**config.mk**
```make
export PLATFORM = sky130hd
export DESIGN_NAME = serial_shift_right_flat
export DESIGN_NICKNAME = d
export VERILOG_FILES = /design/src/rtl/serial_shift_right_pkg.sv /design/src/rtl/serial_shift_right_if.sv /design/src/rtl/serial_shift_right_shift_step.sv /design/src/rtl/serial_shift_right.sv /design/src/flat_wrapper.sv
export SDC_FILE = /design/constraint.sdc
export NUM_CORES = 1
export LEC_CHECK = 0
export CORE_UTILIZATION = 45
export DETAILED_ROUTE_END_ITERATION = 8
export MAX_ROUTING_LAYER = met4
export PLACE_DENSITY = 0.8
export SYNTH_ARGS = -nofsm -noshare
export SYNTH_HDL_FRONTEND = slang
export SYNTH_SLANG_ARGS = --single-unit
```
**constraint.sdc**
```tcl
create_clock -name clk_i -period 2 [get_ports clk_i]
set_input_delay 0.4 -clock clk_i [delete_from_list [all_inputs] [get_ports clk_i]]
set_output_delay 0.4 -clock clk_i [all_outputs]
set_load 0.01 [all_outputs]
```
**src/rtl/serial_shift_right_pkg.sv**
```systemverilog
// Shared constants and FSM encoding for the serial right shifter and the ALU-control decoder.
// Optional left-shift support is enabled by defining SERIAL_SHIFT_LEFT_EN.
package serial_shift_right_pkg;

    localparam int unsigned SHIFT_SIZE_DEF    = 32;
    localparam int unsigned SHIFT_SHAMT_W_DEF = $clog2(SHIFT_SIZE_DEF);

    typedef enum logic [1:0] {
        ST_IDLE  = 2'd0,
        ST_SHIFT = 2'd1,
        ST_DONE  = 2'd2
    } shift_state_e;

    // Bit shifted in at the MSB on a right step: sign for arithmetic, zero for logical.
    function automatic logic shift_fill(input logic arith, input logic msb);
        return arith & msb;
    endfunction

endpackage

```
**src/rtl/serial_shift_right_if.sv**
```systemverilog
// Start/done handshake and operand/result bus of the serial shifter.
// The dir_i signal exists only when SERIAL_SHIFT_LEFT_EN is defined.
interface serial_shift_right_if #(
    parameter int unsigned size    = 32,
    parameter int unsigned shamt_w = $clog2(size)
);
    logic               start_i;
    logic               arith_i;
`ifdef SERIAL_SHIFT_LEFT_EN
    logic               dir_i;
`endif
    logic [size-1:0]    data_i;
    logic [shamt_w-1:0] shamt_i;
    logic               busy_o;
    logic               done_o;
    logic [size-1:0]    data_o;

`ifdef SERIAL_SHIFT_LEFT_EN
    modport master (
        output start_i, arith_i, dir_i, data_i, shamt_i,
        input  busy_o, done_o, data_o
    );
    modport slave (
        input  start_i, arith_i, dir_i, data_i, shamt_i,
        output busy_o, done_o, data_o
    );
`else
    modport master (
        output start_i, arith_i, data_i, shamt_i,
        input  busy_o, done_o, data_o
    );
    modport slave (
        input  start_i, arith_i, data_i, shamt_i,
        output busy_o, done_o, data_o
    );
`endif

endinterface

```
**src/rtl/serial_shift_right_shift_step.sv**
```systemverilog
// Combinational single-bit shift step: right (sign or zero fill) or, with dir set, left.
// dir is only driven high by the top when SERIAL_SHIFT_LEFT_EN is defined.
module shift_step
    import serial_shift_right_pkg::*;
#(
    parameter int unsigned size = 32
) (
    input  logic [size-1:0] i_data,
    input  logic            i_arith,
    input  logic            i_dir,
    output logic [size-1:0] o_data
);

    logic w_fill;

    always_comb begin
        w_fill = shift_fill(i_arith, i_data[size-1]);
        if (i_dir) begin
            o_data = {i_data[size-2:0], 1'b0};
        end else begin
            o_data = {w_fill, i_data[size-1:1]};
        end
    end

endmodule

```
**src/rtl/serial_shift_right.sv**
```systemverilog
// Multi-cycle shifter: one bit per clock, result held until the next accepted start.
// Define SERIAL_SHIFT_LEFT_EN to add the dir_i (shift left logical) option.
module serial_shift_right
    import serial_shift_right_pkg::*;
#(
    parameter int unsigned size    = SHIFT_SIZE_DEF,
    parameter int unsigned shamt_w = $clog2(size)
) (
    input  logic                 clk_i,
    input  logic                 rst_i,
    serial_shift_right_if.slave  bus
);

    shift_state_e       r_state;
    logic [size-1:0]    r_data;
    logic [shamt_w-1:0] r_cnt;
    logic               r_arith;
    logic               r_dir;
    logic               r_busy;
    logic               r_done;

    logic [size-1:0]    w_step;
    logic               w_dir_in;

`ifdef SERIAL_SHIFT_LEFT_EN
    assign w_dir_in = bus.dir_i;
`else
    assign w_dir_in = 1'b0;
`endif

    shift_step #(
        .size (size)
    ) u_step (
        .i_data  (r_data),
        .i_arith (r_arith),
        .i_dir   (r_dir),
        .o_data  (w_step)
    );

    // IDLE and DONE both accept a start, giving back-to-back operation with no gap.
    always_ff @(posedge clk_i or posedge rst_i) begin
        if (rst_i) begin
            r_state <= ST_IDLE;
            r_data  <= '0;
            r_cnt   <= '0;
            r_arith <= 1'b0;
            r_dir   <= 1'b0;
            r_busy  <= 1'b0;
            r_done  <= 1'b0;
        end else begin
            case (r_state)
                ST_IDLE, ST_DONE: begin
                    r_done <= 1'b0;
                    if (bus.start_i) begin
                        r_data  <= bus.data_i;
                        r_cnt   <= bus.shamt_i;
                        r_arith <= bus.arith_i;
                        r_dir   <= w_dir_in;
                        r_state <= ST_SHIFT;
                        r_busy  <= 1'b1;
                    end else begin
                        r_state <= ST_IDLE;
                        r_busy  <= 1'b0;
                    end
                end
                ST_SHIFT: begin
                    if (r_cnt != '0) begin
                        r_data <= w_step;
                        r_cnt  <= r_cnt - 1'b1;
                    end else begin
                        r_state <= ST_DONE;
                        r_busy  <= 1'b0;
                        r_done  <= 1'b1;
                    end
                end
                default: begin
                    r_state <= ST_IDLE;
                    r_busy  <= 1'b0;
                    r_done  <= 1'b0;
                end
            endcase
        end
    end

    assign bus.busy_o = r_busy;
    assign bus.done_o = r_done;
    assign bus.data_o = r_data;

endmodule

```
**src/flat_wrapper.sv**
```systemverilog
// flat-port wrapper written by rule: the top's interface ports become plain ports
module serial_shift_right_flat import serial_shift_right_pkg::*;
#(
    parameter int unsigned size    = SHIFT_SIZE_DEF,
    parameter int unsigned shamt_w = $clog2(size)
)
  (clk_i, rst_i, bus_start_i, bus_arith_i, bus_data_i, bus_shamt_i, bus_busy_o, bus_done_o, bus_data_o);
  serial_shift_right_if #(.size(size), .shamt_w(shamt_w)) bus_i ();
  input  logic clk_i;
  input  logic rst_i;
  input wire logic [$bits(bus_i.start_i)-1:0] bus_start_i;
  input wire logic [$bits(bus_i.arith_i)-1:0] bus_arith_i;
  input wire logic [$bits(bus_i.data_i)-1:0] bus_data_i;
  input wire logic [$bits(bus_i.shamt_i)-1:0] bus_shamt_i;
  output wire logic [$bits(bus_i.busy_o)-1:0] bus_busy_o;
  output wire logic [$bits(bus_i.done_o)-1:0] bus_done_o;
  output wire logic [$bits(bus_i.data_o)-1:0] bus_data_o;
  assign bus_i.start_i = bus_start_i;
  assign bus_i.arith_i = bus_arith_i;
  assign bus_i.data_i = bus_data_i;
  assign bus_i.shamt_i = bus_shamt_i;
  assign bus_busy_o = bus_i.busy_o;
  assign bus_done_o = bus_i.done_o;
  assign bus_data_o = bus_i.data_o;
  serial_shift_right #(.size(size), .shamt_w(shamt_w)) u_core (.clk_i(clk_i), .rst_i(rst_i), .bus(bus_i));
endmodule
```
==> metrics.yaml, run 1 <==
status: "finished, final reports clean"
cts_buffers: 5
grt_max_degree: 41
clockRootBuffer: "clkbuf_8"
rsz0062_at_grt: "no"
period_share_pct: 93.4
synth_edf_count: 0
min-delay-start: "u_core.r_arith"
ys.flop_type: "dfrtp_1"
setup_tns_ps: 0
die_y_um: 71.4
cts.sinks: 40
leakagePower_uw: 0.00135
syn_inst: 147
antenna_found_initial: 0
ctsLongestPathBuffers: 2
cp.arrival_ps: 2040
synth_seq_cells: 40
track_usage_pct: 21.6
cp_cell_sequence: "inv_1, ha_2, nor4b_4, o21a_4, inv_6, buf_4, mux2_4"
wl_per_cell_um: 17.3
portBuffers: 74
synth_nets: 189
dieArea_um2: 5100
rows: 24
min_to: "u_core.r_arith"
grt_pass1_vias: 1628
fmax_mhz: 536
use_met1_pct: 28.6
synth.avg_cell_area_um2: 14.8
hold_depth: 2
ir_drop_uv: 915
num_antenna_cells: 0
required_ps: 2170
cts_tree: "yes"
cts_resized: 0
r2r-start: "u_core.r_cnt[0]"
dpl.hpwl_mm: 3.51
p_total_uw: 5490
clk_pin_slew_ps: 80
multi_input_area_um2: 1060
grt_overflow_total: 0
vias_per_cell: 5.24
ant_nets: 0
final_common_cell: "clkdlybuf4s50_1"
hp-class: "flop to flop"
p_per_area_nw_per_um2: 1800
finalHoldViolCount: 0
postLayoutCellArea_um2: 3050
r2r_slack_ps: 130
worstSkewPairLatency_ps: 290
cts_hold_buf: 0
initial_core_util_pct: 48.2
drtIter0Drc: 163
worstMarginPinSlew_ps: 515
drive_above_1_share_pct: 36.2
core_um2: 4500
synth_area_um2: 2170
place_area_um2: 2970
synth.distinct_cells: 31
crit_fanout: 13
slew_headroom_pct: 65.7
timing.rr.end: "u_core.bus.data_o[10]"
drv_cap: 0
regArea_um2: 1000
area.growth.synth_to_final_pct: 40.4
crit_path_start: "u_core.r_cnt[0]"
yosysSeqAreaShare_pct: 46.1
async_reset_ff_share_pct: 100
use_met2_pct: 32.8
r2r_cells: 7
period_needed_ps: 1870
drc: 0
ioPinCount: 75
critPathKind: "flop to flop"
grt_pass1_wl_mm: 8.15
cp-end-kind: "flop"
max_stage_delay_ps: 390
use_met3_pct: 5.20
final-setup-viol-count: 0
fin_nets: 271
slowest_stage: "dfrtp_1"
final_max_slew_viol_count: 0
vias: 1472
first_pass_iters: 4
htree_levels: 2
start_kind: "flop"
fillers: 334
postCtsSetupBuffers: 0
die_w_um: 71.4
skew_ps: 14.1
gp_congestion: 0.822
layout_common_cells: "74 x clkdlybuf4s50_1, 40 x dfrtp_1, 34 x mux2_2"
gr-max-usage-layer: "met2"
wl_mm: 4.87
yosysWarnings: 0
==> cell usage after synthesis (2+ instances only) <==
cell type  instances  share of area [%]
buf_4              2               0.69
nor2_1             2               0.35
mux2i_1            3                1.4
a21oi_1            2               0.46
a211oi_1           2               0.69
mux2_2            34                 18
nand2b_1           2               0.58
buf_2              2               0.46
dfrtp_1           40                 46
inv_1              4               0.69
mux2_4            28                 19
buf_12             3                2.8
o22ai_1            3               0.87
nand2_1            3               0.52
==> routing by layer <==
layer	wire, um	part of all wire (%)
met3	205	4.2
met1	2260	46
met2	2350	48
met4	59	1.2
met5	0	0
==> worst max-delay path, delay by kind of cell (launching register included) <==
kind / cells / cell delay [ps]
simple gates: 1 / 270
fa+ha+maj: 1 / 220
flops: 1 / 390
buf+inv: 3 / 350
compound gates: 1 / 210
mux: 1 / 300
==> power breakdown <==
group,internal [uW],total (uW),switching (uW)
Clock,237,505,268
Combinational,2180,3340,1160
Sequential,1250,1640,397
Total,3660,5490,1830
==> worst max-delay path by stage <==
stage                     depth (start not counted)                    end
after floorplan                                   7   u_core.bus.data_o[0]
after global placement                            6   u_core.bus.data_o[0]
after detailed placement                          6   u_core.bus.data_o[8]
after CTS                                         7  u_core.bus.data_o[10]
after global routing                              7   u_core.bus.data_o[8]
final                                             7  u_core.bus.data_o[10]
==> final cells by class <==
type | instances | area share [%]
Clock buffer | 6 | 2.38
Clock inverter | 1 | 0.164
Inverter | 5 | 0.781
Multi-Input combinational cell | 95 | 35.0
Sequential cell | 40 | 32.9
Tap cell | 52 | 2.14
Timing Repair Buffer | 82 | 26.7
==> state kept, by name (all words and copies together) (netlist names) <==
signal / flops
u_core.bus.data_o: 32
u_core.r_state: 1
u_core.bus.done_o: 1
u_core.r_cnt: 5
u_core.r_arith: 1
==> metrics by stage <==
| stage | hold slack [ps] | instances | utilization (%) | setup WS [ps] |
|---|---|---|---|---|
| finish | 490 | 281 | 67.6 | 133 |
| floorplan | 438 | 147 | - | 349 |
| CTS | 495 | 281 | 67.6 | 118 |
| global route | 525 | 281 | 67.6 | 24.3 |
| detailed placement | 477 | 274 | 65.8 | 107 |
| global placement | 457 | 274 | 65.8 | 147 |
==> logic make-up (layout without fill, tap and decap cells) <==
family / Yosys count / in the layout / synth area share (%)
buf+inv: 12 / 94 / 5.02
compound gates: 12 / 12 / 4.21
simple gates: 16 / 16 / 5.25
xor+xnor: 1 / 1 / 0.404
flops: 40 / 40 / 46.1
mux: 65 / 65 / 38.4
fa+ha+maj: 1 / 1 / 0.577
Power figures use the tool's default switching activity.
==> inputs of run 2 (changes only) <==
==> constraint.sdc (replaced) <==
create_clock -name clk_i -period 2 [get_ports clk_i]
set_input_delay 0.4 -clock clk_i [delete_from_list [all_inputs] [get_ports clk_i]]
set_output_delay 0.4 -clock clk_i [all_outputs]
set_load 0.005 [all_outputs]
==> results of run 2 <==
Same layout as run 1 (identical final DEF). Status: finished, final reports clean.
Among the figures that moved: total power 5490 uW -> 5350 uW; worst IR drop on VDD 915 uV -> 875 uV
